<file path="src/rtl/jt51_pkg.sv">
// rtl/jt51_pkg.sv - shared timer register map and control-bit positions
package jt51_pkg;

  localparam logic [7:0] REG_CLKA1 = 8'h10;
  localparam logic [7:0] REG_CLKA2 = 8'h11;
  localparam logic [7:0] REG_CLKB  = 8'h12;
  localparam logic [7:0] REG_TCTRL = 8'h14;

  // Bit positions inside the 0x14 timer control byte
  localparam int CSM     = 7;
  localparam int FRST_B  = 5;
  localparam int FRST_A  = 4;
  localparam int IRQEN_B = 3;
  localparam int IRQEN_A = 2;
  localparam int LOAD_B  = 1;
  localparam int LOAD_A  = 0;

  localparam int BUSY_CNT_W = 8;

endpackage

</file>
<file path="src/rtl/jt51_busy_cnt.sv">
// rtl/jt51_busy_cnt.sv - busy flag held for a fixed number of cen pulses after a load
module jt51_busy_cnt
  import jt51_pkg::*;
#(
  parameter int BUSY_TICKS = 32
) (
  input  logic clk,
  input  logic rst_n,
  input  logic cen,
  input  logic load,
  output logic busy
);

  localparam logic [BUSY_CNT_W-1:0] TICKS = BUSY_CNT_W'(BUSY_TICKS);

  logic [BUSY_CNT_W-1:0] cnt;

  // A load wins over the countdown, so the first decrement is on the next cen
  always_ff @(posedge clk or negedge rst_n) begin
    if (!rst_n) begin
      cnt  <= '0;
      busy <= 1'b0;
    end else if (load) begin
      cnt  <= TICKS;
      busy <= 1'b1;
    end else if (cen && busy) begin
      if (cnt == BUSY_CNT_W'(1)) begin
        cnt  <= '0;
        busy <= 1'b0;
      end else begin
        cnt <= cnt - BUSY_CNT_W'(1);
      end
    end
  end

endmodule

</file>
<file path="src/rtl/jt51_timer_ctrl.sv">
// rtl/jt51_timer_ctrl.sv - CPU port decode, timer registers, busy status and CSM key-on
module jt51_timer_ctrl
  import jt51_pkg::*;
#(
  parameter int BUSY_TICKS = 32
) (
  input  logic       clk,
  input  logic       rst_n,
  input  logic       cen,
  input  logic       cs_n,
  input  logic       wr_n,
  input  logic       a0,
  input  logic [7:0] din,
  input  logic       flag_A,
  input  logic       flag_B,
  input  logic       overflow_A,
  output logic [7:0] dout,
  output logic [9:0] value_A,
  output logic [7:0] value_B,
  output logic       load_A,
  output logic       load_B,
  output logic       clr_flag_A,
  output logic       clr_flag_B,
  output logic       enable_irq_A,
  output logic       enable_irq_B,
  output logic       csm,
  output logic       csm_kon,
  output logic       fwd_wr,
  output logic [7:0] fwd_addr,
  output logic [7:0] fwd_din,
  output logic       busy
);

  logic       we;
  logic       we_l;
  logic       acc;
  logic       data_acc;
  logic       ovA_l;
  logic [7:0] addr_r;

  // One access per falling strobe, however long the CPU holds it
  assign we       = !cs_n && !wr_n;
  assign acc      = we && !we_l;
  assign data_acc = acc && a0 && !busy;

  assign dout = {busy, 5'b0, flag_B, flag_A};

  jt51_busy_cnt #(
    .BUSY_TICKS(BUSY_TICKS)
  ) u_busy_cnt (
    .clk  (clk),
    .rst_n(rst_n),
    .cen  (cen),
    .load (data_acc),
    .busy (busy)
  );

  always_ff @(posedge clk or negedge rst_n) begin
    if (!rst_n) begin
      we_l         <= 1'b0;
      ovA_l        <= 1'b0;
      addr_r       <= '0;
      value_A      <= '0;
      value_B      <= '0;
      load_A       <= 1'b0;
      load_B       <= 1'b0;
      clr_flag_A   <= 1'b0;
      clr_flag_B   <= 1'b0;
      enable_irq_A <= 1'b0;
      enable_irq_B <= 1'b0;
      csm          <= 1'b0;
      csm_kon      <= 1'b0;
      fwd_wr       <= 1'b0;
      fwd_addr     <= '0;
      fwd_din      <= '0;
    end else begin
      we_l       <= we;
      ovA_l      <= overflow_A;
      clr_flag_A <= 1'b0;
      clr_flag_B <= 1'b0;
      fwd_wr     <= 1'b0;
      // csm here is still the pre-write value when a 0x14 write lands on the same edge
      csm_kon    <= overflow_A && !ovA_l && csm;

      if (acc && !a0) addr_r <= din;

      if (data_acc) begin
        case (addr_r)
          REG_CLKA1: value_A[9:2] <= din;
          REG_CLKA2: value_A[1:0] <= din[1:0];
          REG_CLKB:  value_B      <= din;
          REG_TCTRL: begin
            csm          <= din[CSM];
            clr_flag_B   <= din[FRST_B];
            clr_flag_A   <= din[FRST_A];
            enable_irq_B <= din[IRQEN_B];
            enable_irq_A <= din[IRQEN_A];
            load_B       <= din[LOAD_B];
            load_A       <= din[LOAD_A];
          end
          default: begin
            fwd_wr   <= 1'b1;
            fwd_addr <= addr_r;
            fwd_din  <= din;
          end
        endcase
      end
    end
  end

endmodule

</file>
<file path="config.mk">
export PLATFORM = sky130hd
export DESIGN_NAME = jt51_timer_ctrl
export DESIGN_NICKNAME = d
export VERILOG_FILES = /design/src/rtl/jt51_pkg.sv /design/src/rtl/jt51_busy_cnt.sv /design/src/rtl/jt51_timer_ctrl.sv
export SDC_FILE = /design/constraint.sdc
export NUM_CORES = 1
export LEC_CHECK = 0
export BUFFER_PORTS_ARGS = -buffer_cell sky130_fd_sc_hd__buf_2
export CAP_MARGIN = 25
export CORE_MARGIN = 4
export CORE_UTILIZATION = 25
export CTS_CLUSTER_DIAMETER = 200
export CTS_CLUSTER_SIZE = 16
export DETAILED_ROUTE_END_ITERATION = 10
export PLACE_DENSITY = 0.56
export SLEW_MARGIN = 0
export SYNTH_ARGS = -nofsm -noshare
export SYNTH_HDL_FRONTEND = slang
export SYNTH_SLANG_ARGS = --single-unit
</file>
<file path="constraint.sdc">
create_clock -name clk -period 5.61 [get_ports clk]
set_clock_uncertainty 0.2 [all_clocks]
set_input_delay 0.2805 -clock clk [delete_from_list [all_inputs] [get_ports clk]]
set_output_delay 0.2805 -clock clk [all_outputs]
set_load 0.02 [all_outputs]
</file>
==> Word level (Yosys, flattened, before mapping) <==
Index checks and enable logic that the tools add are counted.
{ "word_totals": {"ff_bits": 62, "latchBits": 0, "ram_bits": 0, "mem_bits_ro": 0, "inputBits": 17, "output_inout_bits": 52, "elab_cells": 61, "mem_count": 0} }
{ "op_classes": {"addsub": 1, "mul": 0, "div": 0, "n_lt_le_gt_ge": 0, "eq_ne": 5, "shifts": 0, "mux": 12, "bitwise": 1, "n_reduce_logical": 23} }
{ "ops": {"columns": ["op", "n"], "rows": [
  ["== test 8 x 5 -> 1 bit (second input constant)", 4],
  ["2-to-1 mux 8 bit", 3],
  ["AND reduction 2 bit", 6],
  ["2-to-1 mux 1 bit", 9],
  ["== test 8 x 1 -> 1 bit (second input constant)", 1],
  ["logical AND 1 bit", 8],
  ["subtractor 8 x 1 -> 8 bit (second input constant)", 1],
  ["logical NOT 1 bit", 6],
  ["nonzero test 2 bit", 2],
  ["OR reduction 4 bit", 1],
  ["inverter 1 bit", 1]
]} }

==> Logic depth before layout (Yosys ltp) <==
Gate-level depths: netlist of the first run.
{ "logic_depth": {"depth_word": 7, "depth_mapped": 5, "depth_no_buf": 5} }

==> Hierarchy <==
Synthesis of the first run repeated with hierarchy kept, for this count alone.
{ "unflattened": {"cells_unflattened": 191, "area_unflattened_um2": 2656.3} }
{ "modules_own_cells": {"columns": ["mod", "n_inst", "cells_each", "area_per_inst_um2", "seq_area_each_um2"], "rows": [
  ["jt51_timer_ctrl", 1, 138, 2127.0, 1326.3],
  ["jt51_busy_cnt", 1, 53, 529.3, 225.2]
]} }

==> Worst setup path before layout of the first run <==
Ideal clock, no wire load.
{ "synth_timing": {"path_type": "reg2reg", "startpoint": "register addr_r[5]", "endpoint": "register fwd_addr[1]", "setup_ns": 0.125, "arrival_ns": 1.824, "t_required_ns": 5.285, "setup_slack_ns": 3.461, "path_stages_with_launch": 5, "n_path_buf": 1, "synth_period_minus_slack_ns": 2.149, "path_cell_list": "dfrtp_1 -> or4b_4 -> o311ai_4 -> buf_6 -> mux2_4"} }
{ "synth_via": {"elab_chain_cells": 4, "word_cells_on_any_way": 7, "cone_classes": "4 x eq/ne; 1 x bitwise; 2 x reduce/logical"} }
{ "synth_rtl": {"columns": ["element", "line", "rtl"], "rows": [
  ["start: declaration", "jt51_timer_ctrl.sv:39", "logic [7:0] addr_r;"],
  ["start signal: assignment", "jt51_timer_ctrl.sv:85", "if (acc && !a0) addr_r <= din;"],
  ["== test 8 x 5 -> 1 bit", "jt51_timer_ctrl.sv:88", "case (addr_r)"],
  ["OR reduction 4 bit (no line) *", null, null],
  ["inverter 1 bit (no line) *", null, null],
  ["AND reduction 2 bit (no line) *", null, null],
  ["end signal: assignment", "jt51_timer_ctrl.sv:103", "fwd_addr <= addr_r;"],
  ["end: declaration", "jt51_timer_ctrl.sv:29", "output logic [7:0] fwd_addr,"]
]} }
Mark *: on every way between the ends. The rest lies on a longest branch, timed or not.
A chain may end at the register's enable or synchronous reset.

==> Final worst setup path of the first run <==
{ "layout_timing": {"startpoint": "register addr_r[5]", "endpoint": "register fwd_din[4]"} }
{ "layout_via": {"elab_chain_cells": 4, "word_cells_on_any_way": 7, "cone_classes": "4 x eq/ne; 1 x bitwise; 2 x reduce/logical"} }
{ "layout_rtl": {"columns": ["element", "line", "rtl"], "rows": [
  ["== test 8 x 5 -> 1 bit", "jt51_timer_ctrl.sv:88", null],
  ["OR reduction 4 bit (no line) *", null, null],
  ["inverter 1 bit (no line) *", null, null],
  ["AND reduction 2 bit (no line) *", null, null],
  ["end signal: assignment", "jt51_timer_ctrl.sv:104", "fwd_din <= din;"],
  ["end: declaration", "jt51_timer_ctrl.sv:30", "output logic [7:0] fwd_din,"]
]} }
Marks and branches as above.

==> impl_metrics.env, run 1 <==
export IMPL_status="finished, final reports clean"
export IMPL_syn_avg_cell_area_um2=13.6
export IMPL_grt_max_degree=63
export IMPL_gp_congestion=0.712
export IMPL_core_mm2=0.0105
export IMPL_grt_pass1_wl_mm=10.3
export IMPL_slew_violations=0
export IMPL_synthArstFlopShare_pct=100
export IMPL_die_w_um=112
export IMPL_area_growth_pct=24.7
export IMPL_post_drt_wl_per_cell_um=15.4
export IMPL_netlist_instances=201
export IMPL_powerDensity_mw_per_mm2=430
export IMPL_port_buffer_count=59
export IMPL_min_from="din[4]"
export IMPL_clockBufferDepth=2
export IMPL_hp_class="input pin to flop"
export IMPL_ir_drop_mv=0.178
export IMPL_worstMarginPinSlew_ns=0.877
export IMPL_cp_max_fo=15
export IMPL_p_leak_nw=1.68
export IMPL_rr_startpoint="addr_r[5]"
export IMPL_fin_area_mm2=0.00340
export IMPL_cts_resized=0
export IMPL_grt_pass1_vias=1909
export IMPL_rsz0062_at_grt="false"
export IMPL_dieHeight_um=112
export IMPL_syn_area_mm2=0.00273
export IMPL_routed_via_count=1833
export IMPL_maxClockFrequency_mhz=399
export IMPL_cts_setup_buffers=0
export IMPL_required_ns=5.63
export IMPL_fin_crit_sh_pct=44.6
export IMPL_final_common_cell="dfrtp_1"
export IMPL_grt_overflow=0
export IMPL_dieArea_mm2=0.0127
export IMPL_cts_made_buffers=9
export IMPL_p_switching_w=0.000502
export IMPL_clk_pin_slew_ns=0.07
export IMPL_final_setup_tns_ns=0
export IMPL_final_cell_mix="dfrtp_1, buf_2, mux2_2, clkbuf_8, nand2_1"
export IMPL_fin_crit_ns=2.50
export IMPL_ys_seq_elements=62
export IMPL_cts_htree_levels=3
export IMPL_drt_vias_per_instance=4.47
export IMPL_final_layout_size_suffix_gt1_share_pct=46.7
export IMPL_yosys_warnings=0
export IMPL_drt_total_wl_mm=6.30
export IMPL_setup_violations_final=0
export IMPL_cts_root_buf="clkbuf_8"
export IMPL_drt_iter0_drc=40
export IMPL_firstDrtPassIters=4
export IMPL_combPwrFrac_pct=28.0
export IMPL_criticalPathCategory="flop to flop"
export IMPL_endpoint_kind="flop"
export IMPL_worstPathArrival_ns=2.52
export IMPL_startpoint_type="flop"
export IMPL_ys_types=46
export IMPL_drtAntennaViolNets=0
export IMPL_max_cap_violations=0
export IMPL_synth_edf_count=0
export IMPL_final_hold_viol_count=0
export IMPL_clkLatencyLatePin_ns=0.34
export IMPL_synth_seq_area_share_pct=56.9
export IMPL_core_rowCount=37
export IMPL_swShare_pct=34.3
export IMPL_drc=0
export IMPL_crit_path_start="addr_r[5]"
export IMPL_crit_chain="or4b_4 -> o311ai_4 -> mux2_2"
export IMPL_diodes=0
export IMPL_p_clk_share_pct=27.6
export IMPL_antenna_found_initial=0
export IMPL_place_hpwl_mm=4.50
export IMPL_cts_sinks=62
export IMPL_max_stage_delay_ns=0.78
export IMPL_fin_util_pct=32.5
export IMPL_cts_hold_fix_buffers=7
export IMPL_synth_ff_type="dfrtp_1"
export IMPL_fin_hold_ws_ns=0.0282
export IMPL_tritoncts="done"
export IMPL_start_util_pct=26.1
export IMPL_track_usage_pct=10.3
export IMPL_finalNetCount=288
export IMPL_slowest_stage="o311ai_4"
export IMPL_maxSlewHeadroom_pct=41.4
export IMPL_dpl_cell_area_mm2=0.00312
export IMPL_ios=69
export IMPL_internal_power_w=0.000962
export IMPL_p_seq_share_pct=44.4
export IMPL_finalPower_w=0.00146
power by group through the flow:
| stage | combinational, W | sequential, W | clock [W] |
|---|---|---|---|
| floorplan | 0.000234 | 0.000697 | 0 |
| global placement | 0.000406 | 0.000653 | 0 |
| detailed placement | 0.000414 | 0.000658 | 0 |
| CTS | 0.000418 | 0.000650 | 0.000419 |
| global route | 0.000449 | 0.000670 | 0.000438 |
| finish | 0.000409 | 0.000650 | 0.000405 |
cell type report:
| type | count | area (µm²) |
|---|---|---|
| timing repair buffer | 68 | 380 |
| tap | 136 | 170 |
| sequential | 62 | 1550 |
| fill | 1093 | 7060 |
| multi-input combinational | 122 | 1070 |
| inverter | 6 | 22.5 |
| clock inverter | 5 | 57.6 |
| clock buffer | 11 | 151 |
synthesized netlist by cell type, types with 2 or more instances:
| master | instances | area [µm²] |
|---|---|---|
| a211o_1 | 2 | 17.5 |
| a211oi_1 | 3 | 22.5 |
| a21oi_1 | 3 | 15.0 |
| a22o_1 | 3 | 26.3 |
| buf_4 | 10 | 75.1 |
| clkbuf_1 | 3 | 11.3 |
| dfrtp_1 | 62 | 1550 |
| ha_1 | 2 | 25.0 |
| inv_1 | 6 | 22.5 |
| mux2_2 | 35 | 394 |
| mux2_4 | 6 | 90.1 |
| nand2_1 | 9 | 33.8 |
| nand3_1 | 2 | 10.0 |
| nand4_1 | 2 | 12.5 |
| nand4_2 | 2 | 25.0 |
| nor2_1 | 4 | 15.0 |
| nor2b_1 | 2 | 12.5 |
| nor3b_1 | 2 | 15.0 |
| nor4_1 | 4 | 25.0 |
| nor4b_1 | 4 | 35.0 |
| o211ai_1 | 2 | 15.0 |
| o21ai_0 | 5 | 25.0 |
| or3_1 | 4 | 25.0 |
| or4_1 | 2 | 15.0 |
worst paths after layout:
path                              end  slack, ns  cells after the start
max                        fwd_din[4]       3.11                      3
min in group asynchronous      fwd_wr       0.47                      3
min                        clr_flag_A       0.03                      3
min reg2reg                   csm_kon       0.19                      1
max reg2reg                fwd_din[4]       3.11                      3
max in group asynchronous   addr_r[2]       4.24                      3
stage by stage:
stage | instances | setup WS, ns
after floorplan | 205 | 3.46
after global placement | 386 | 3.16
after detailed placement | 386 | 3.10
after CTS | 409 | 3.09
after global routing | 410 | 3.00
final | 410 | 3.11
flip-flops by register name (all words and copies together), names as in the netlist:
register         flops
u_busy_cnt.busy      1
csm                  1
fwd_din              8
enable_irq_A         1
fwd_wr               1
enable_irq_B         1
clr_flag_A           1
fwd_addr             8
ovA_l                1
u_busy_cnt.cnt       8
addr_r               8
load_A               1
value_A             10
value_B              8
load_B               1
we_l                 1
csm_kon              1
clr_flag_B           1
critical path: cells and delay by family (launching register included):
kind / cells / cell delay (ns)
and+or+nand+nor: 1 / 0.57
muxes: 1 / 0.41
DFF: 1 / 0.42
AOI/OAI and AO/OA: 1 / 0.78
layer usage:
layer	share of wire, %	track usage [%]	routed length (µm)
met5	0	0	0
met4	0.92	4.33	58
met3	5.5	3.40	349
met2	49	16.6	3100
met1	44	12.7	2800
cell families (layout without fill, tap and decap cells):
| logic type | Yosys count | in the layout | share of synthesized area, % |
|---|---|---|---|
| flip-flops | 62 | 62 | 56.9 |
| AND/OR/NAND/NOR | 46 | 46 | 11.6 |
| multiplexers | 41 | 41 | 17.7 |
| AO/OA/AOI/OAI | 27 | 27 | 7.80 |
| buffers and inverters | 21 | 90 | 4.54 |
| adder cells (fa/ha/maj) | 3 | 3 | 1.28 |
| other | 1 | 5 | 0.137 |
Note: power is estimated with default switching activity, not from simulation.
==> inputs of run 2 (changes only) <==
PLACE_DENSITY = 0.57   (was 0.56)
clock period = 2.03 ns   (was 5.61 ns; I/O delays follow)
==> impl_metrics.env, run 2 (same netlist as run 1, synthesis figures left out) <==
export IMPL_die_w_um=112
export IMPL_final_cell_mix="dfrtp_1, buf_2, mux2_2, buf_4, dlygate4sd3_1"
export IMPL_area_growth_pct=33.8
export IMPL_p_leak_nw=1.82
export IMPL_largest_register="value_A"
export IMPL_hp_class="input pin to output pin"
export IMPL_final_setup_tns_ns=-0.0440
export IMPL_max_stage_delay_ns=0.56
export IMPL_cp_max_fo=6
export IMPL_rsz0062_at_grt="true"
export IMPL_post_drt_wl_per_cell_um=14.7
export IMPL_p_seq_share_pct=42.2
export IMPL_port_buffer_count=59
export IMPL_fin_crit_sh_pct=101
export IMPL_antenna_found_initial=0
export IMPL_powerDensity_mw_per_mm2=1130
export IMPL_drt_iter0_drc=71
export IMPL_fin_crit_ns=2.04
export IMPL_track_usage_pct=10.8
export IMPL_final_layout_size_suffix_gt1_share_pct=49.5
export IMPL_setup_violations_final=6
export IMPL_dieArea_mm2=0.0127
export IMPL_violations="setup timing"
export IMPL_min_from="flag_B"
export IMPL_slew_violations=0
export IMPL_maxSlewHeadroom_pct=61.7
export IMPL_internal_power_w=0.00273
export IMPL_post_place_cells=406
export IMPL_final_common_cell="dfrtp_1"
export IMPL_grt_max_degree=44
export IMPL_grt_overflow=0
export IMPL_cts_htree_levels=3
export IMPL_slowest_stage="or4b_4"
export IMPL_core_rowCount=37
export IMPL_holdPathEnd="dout[1]"
export IMPL_dieHeight_um=112
export IMPL_place_hpwl_mm=4.71
export IMPL_rrSetupSlack_ns=-0.01
export IMPL_worstPathArrival_ns=2.06
export IMPL_firstDrtPassIters=4
export IMPL_swShare_pct=34.1
export IMPL_startpoint_type="flop"
export IMPL_whs_path_depth=0
export IMPL_criticalPathCategory="flop to flop"
export IMPL_clkLatencyLatePin_ns=0.33
export IMPL_drt_vias_per_instance=4.42
export IMPL_status="finished, violations left"
export IMPL_clk_pin_slew_ns=0.07
export IMPL_tritoncts="done"
export IMPL_cts_root_buf="clkbuf_8"
export IMPL_core_mm2=0.0105
export IMPL_finalPower_w=0.00414
export IMPL_finalNetCount=317
export IMPL_ir_drop_mv=0.456
export IMPL_worst_slack_ns=-0.0112
export IMPL_p_switching_w=0.00141
export IMPL_cts_made_buffers=9
export IMPL_largest_reg_flops=10
export IMPL_endpoint_kind="flop"
export IMPL_crit_chain="or4b_4 -> o311ai_4 -> buf_6 -> mux2_2"
export IMPL_final_hold_viol_count=0
export IMPL_required_ns=2.05
export IMPL_combPwrFrac_pct=31.4
export IMPL_start_util_pct=26.1
export IMPL_drc=0
export IMPL_max_cap_violations=0
export IMPL_diodes=0
export IMPL_r2r_end="fwd_din[0]"
export IMPL_gp_congestion=0.758
export IMPL_cts_sinks=62
export IMPL_grt_pass1_wl_mm=10.8
export IMPL_grt_pass1_vias=2042
export IMPL_ios=69
export IMPL_rr_startpoint="addr_r[6]"
export IMPL_drtAntennaViolNets=0
export IMPL_maxClockFrequency_mhz=490
export IMPL_rr_worst_depth=4
export IMPL_drt_total_wl_mm=6.46
export IMPL_routed_via_count=1939
export IMPL_p_clk_share_pct=26.4
export IMPL_instances_no_fill=439
export IMPL_worstMarginPinSlew_ns=0.569
export IMPL_clockBufferDepth=2
## run 2: how the worst max path moves through the flow
| stage | from | cells past startpoint | endpoint | slack (ns) |
|---|---|---|---|---|
| after global placement | addr_r[6] | 4 | fwd_din[6] | 0.02 |
| final | addr_r[6] | 4 | fwd_din[0] | -0.01 |
| after global routing | addr_r[6] | 4 | fwd_din[0] | -0.07 |
| after CTS | addr_r[6] | 4 | fwd_din[7] | -0.03 |
| after floorplan | addr_r[6] | 4 | fwd_addr[1] | -0.07 |
| after detailed placement | addr_r[6] | 4 | fwd_din[5] | -0.01 |
## run 2: power by group through the flow
stage	clock (W)	sequential [W]	combinational, W
after global placement	0	0.00176	0.00127
after CTS	0.00112	0.00175	0.00131
after global routing	0.00119	0.00179	0.00143
after detailed placement	0	0.00177	0.00129
after floorplan	0	0.00193	0.000647
final	0.00109	0.00175	0.00130
## run 2: final cells by class
| class | count | area [µm²] |
|---|---|---|
| clock buffer | 11 | 141 |
| clock inverter | 5 | 58.8 |
| fill | 1063 | 6810 |
| inverter | 6 | 22.5 |
| multi-input combinational | 122 | 1070 |
| sequential | 62 | 1550 |
| timing repair buffer | 97 | 636 |
| tap | 136 | 170 |
## run 2: worst max-delay path, delay by kind of cell, from the launching register on
family / cells / cell delay, ns
simple gates: 1 / 0.56
flops: 1 / 0.38
mux: 1 / 0.33
compound gates: 1 / 0.28
buf+inv: 1 / 0.18
## run 2: layer usage
layer	up-vias	wire [µm]	track usage (%)
met1	959	3060	14.1
met3	4	332	3.67
li1	924	-	-
met2	52	3010	17.1
met4	0	60	3.13
met5	-	0	0
## run 2: per-stage QoR
stage,worst slack (ns),utilization (%),cell area (µm²),hold slack (ns)
global placement,0.0229,31.3,3280,-0.107
floorplan,-0.0746,-,2740,-0.394
detailed placement,-0.0115,31.3,3280,-0.0994
CTS,-0.0268,34.6,3620,0.00324
global route,-0.0714,34.9,3650,0.00304
finish,-0.0112,34.9,3650,0.00301
## run 2: repair_timing
item | in CTS | in global routing
hold endpoints to repair | 110 | 0
pin swaps | 0 | 1
gates resized for setup | 0 | 3
gates cloned | 0 | 0
setup buffers | 0 | 3
setup endpoints to repair | 10 | 17
hold buffers | 14 | 0
==> inputs of run 3 (changes only) <==
MAX_ROUTING_LAYER = met4   (was unset)
==> impl_metrics.env, run 3 (same netlist as run 1, synthesis figures left out) <==
export IMPL_status="finished, violations left"
export IMPL_violations="setup timing"
export IMPL_grt_overflow=0
export IMPL_worstPathArrival_ns=2.06
export IMPL_instances_no_fill=439
export IMPL_core_mm2=0.0105
export IMPL_tritoncts="done"
export IMPL_ios=69
export IMPL_dieArea_mm2=0.0127
export IMPL_setup_violations_final=5
export IMPL_diodes=0
export IMPL_final_setup_tns_ns=-0.0307
export IMPL_r2r_end="fwd_din[1]"
export IMPL_dieHeight_um=112
export IMPL_fin_crit_sh_pct=100
export IMPL_criticalPathCategory="flop to flop"
export IMPL_hp_class="input pin to output pin"
export IMPL_multi_input_comb_area_mm2=0.00107
export IMPL_slew_violations=0
export IMPL_fillCellCount=1063
export IMPL_gp_congestion=0.768
export IMPL_start_util_pct=26.1
export IMPL_track_usage_pct=11.1
export IMPL_finalNetCount=317
export IMPL_grt_max_degree=44
export IMPL_maxSlewHeadroom_pct=61.7
export IMPL_crit_chain="or4b_4 -> o311ai_4 -> buf_6 -> mux2_2"
export IMPL_cp_buffers_inverters=1
export IMPL_area_growth_pct=33.8
export IMPL_endpoint_kind="flop"
export IMPL_cts_htree_levels=3
export IMPL_port_buffer_count=59
export IMPL_whs_path_depth=0
export IMPL_cp_top_family="simple AND/OR/NAND/NOR gates"
export IMPL_grt_pass1_vias=2027
export IMPL_p_leak_nw=1.82
export IMPL_clockBufferDepth=2
export IMPL_drt_iter0_drc=82
export IMPL_place_hpwl_mm=4.71
export IMPL_die_w_um=112
export IMPL_cp_max_fo=6
export IMPL_worstMarginPinSlew_ns=0.569
export IMPL_cts_sinks=62
export IMPL_rr_worst_depth=4
export IMPL_cts_root_buf="clkbuf_8"
export IMPL_antenna_found_initial=0
export IMPL_firstDrtPassIters=4
export IMPL_clkLatencyLatePin_ns=0.33
export IMPL_largest_reg_flops=10
export IMPL_post_place_cells=406
export IMPL_fin_crit_ns=2.04
export IMPL_core_rowCount=37
export IMPL_rsz0062_at_grt="true"
export IMPL_cts_made_buffers=9
export IMPL_wl_met3_um=289
export IMPL_final_common_cell="dfrtp_1"
export IMPL_final_cell_mix="dfrtp_1, buf_2, mux2_2, buf_4, dlygate4sd3_1"
export IMPL_required_ns=2.05
export IMPL_final_layout_size_suffix_gt1_share_pct=49.5
export IMPL_maxClockFrequency_mhz=490
export IMPL_routed_via_count=1944
export IMPL_clk_pin_slew_ns=0.07
export IMPL_place_worst_setup_slack_ns=-0.0115
export IMPL_final_hold_viol_count=0
export IMPL_seqCellArea_mm2=0.00155
export IMPL_fin_util_pct=34.9
export IMPL_drt_total_wl_mm=6.46
export IMPL_post_drt_wl_per_cell_um=14.7
export IMPL_min_from="flag_B"
export IMPL_powerDensity_mw_per_mm2=1130
export IMPL_grt_pass1_wl_mm=10.8
export IMPL_max_cap_violations=0
export IMPL_rrSetupSlack_ns=-0.01
export IMPL_holdPathEnd="dout[1]"
export IMPL_drc=0
export IMPL_drtAntennaViolNets=0
export IMPL_ir_drop_mv=0.455
export IMPL_startpoint_type="flop"
export IMPL_routed_wl_met2_mm=3.02
export IMPL_top_layer="met4"
export IMPL_largest_register="value_A"
export IMPL_rr_startpoint="addr_r[6]"
export IMPL_drt_vias_per_instance=4.43
export IMPL_worst_slack_ns=-0.00978
export IMPL_drt_met1_wl_mm=3.08
export IMPL_slowest_stage="or4b_4"
export IMPL_max_stage_delay_ns=0.56
[run 3: cell counts in the layout (fill, tap and decap cells not counted)]
No cell type changed its count.
[run 3: worst max path at each step]
stage                   start     endpoint  slack, ns  cells past startpoint
floorplan           addr_r[6]  fwd_addr[1]      -0.07                      4
global placement    addr_r[6]   fwd_din[6]       0.02                      4
detailed placement  addr_r[6]   fwd_din[5]      -0.01                      4
CTS                 addr_r[6]   fwd_din[7]      -0.03                      4
global route        addr_r[6]   fwd_din[0]      -0.07                      4
finish              addr_r[6]   fwd_din[1]      -0.01                      4
[run 3: per-stage QoR]
step                hold WS, ns  total power (W)  instance area, µm²
floorplan                -0.394          0.00257                2740
global placement         -0.107          0.00304                3280
detailed placement      -0.0994          0.00306                3280
CTS                     0.00324          0.00418                3620
global route            0.00304          0.00441                3650
finish                  0.00301          0.00414                3650
[run 3: layout make-up]
cell class | count | area share, %
Clock inverter | 5 | 1.61
Inverter | 6 | 0.617
Sequential cell | 62 | 42.5
Clock buffer | 11 | 3.87
Multi-Input combinational cell | 122 | 29.4
Tap cell | 136 | 4.66
Timing Repair Buffer | 97 | 17.4
[run 3: metal layers]
metal	GRT usage, %	vias up
li1	-	923
met1	14.4	961
met2	17.1	56
met3	3.18	4
met4	3.13	0
met5	-	-
[run 3: report_power, final]
| part | total [W] | switching (W) | internal (W) |
|---|---|---|---|
| combinational | 0.00130 | 0.000691 | 0.000610 |
| sequential | 0.00175 | 0.000228 | 0.00152 |
| clock | 0.00109 | 0.000490 | 0.000600 |
| total | 0.00414 | 0.00141 | 0.00273 |
[run 3: what timing repair did]
item / CTS / global route
buffers inserted: 0 / 3
endpoints found under the hold margin: 110 / 0
endpoints found under the setup margin: 10 / 17
gates resized for setup: 0 / 3
pin swaps: 0 / 1
hold buffers: 14 / 0
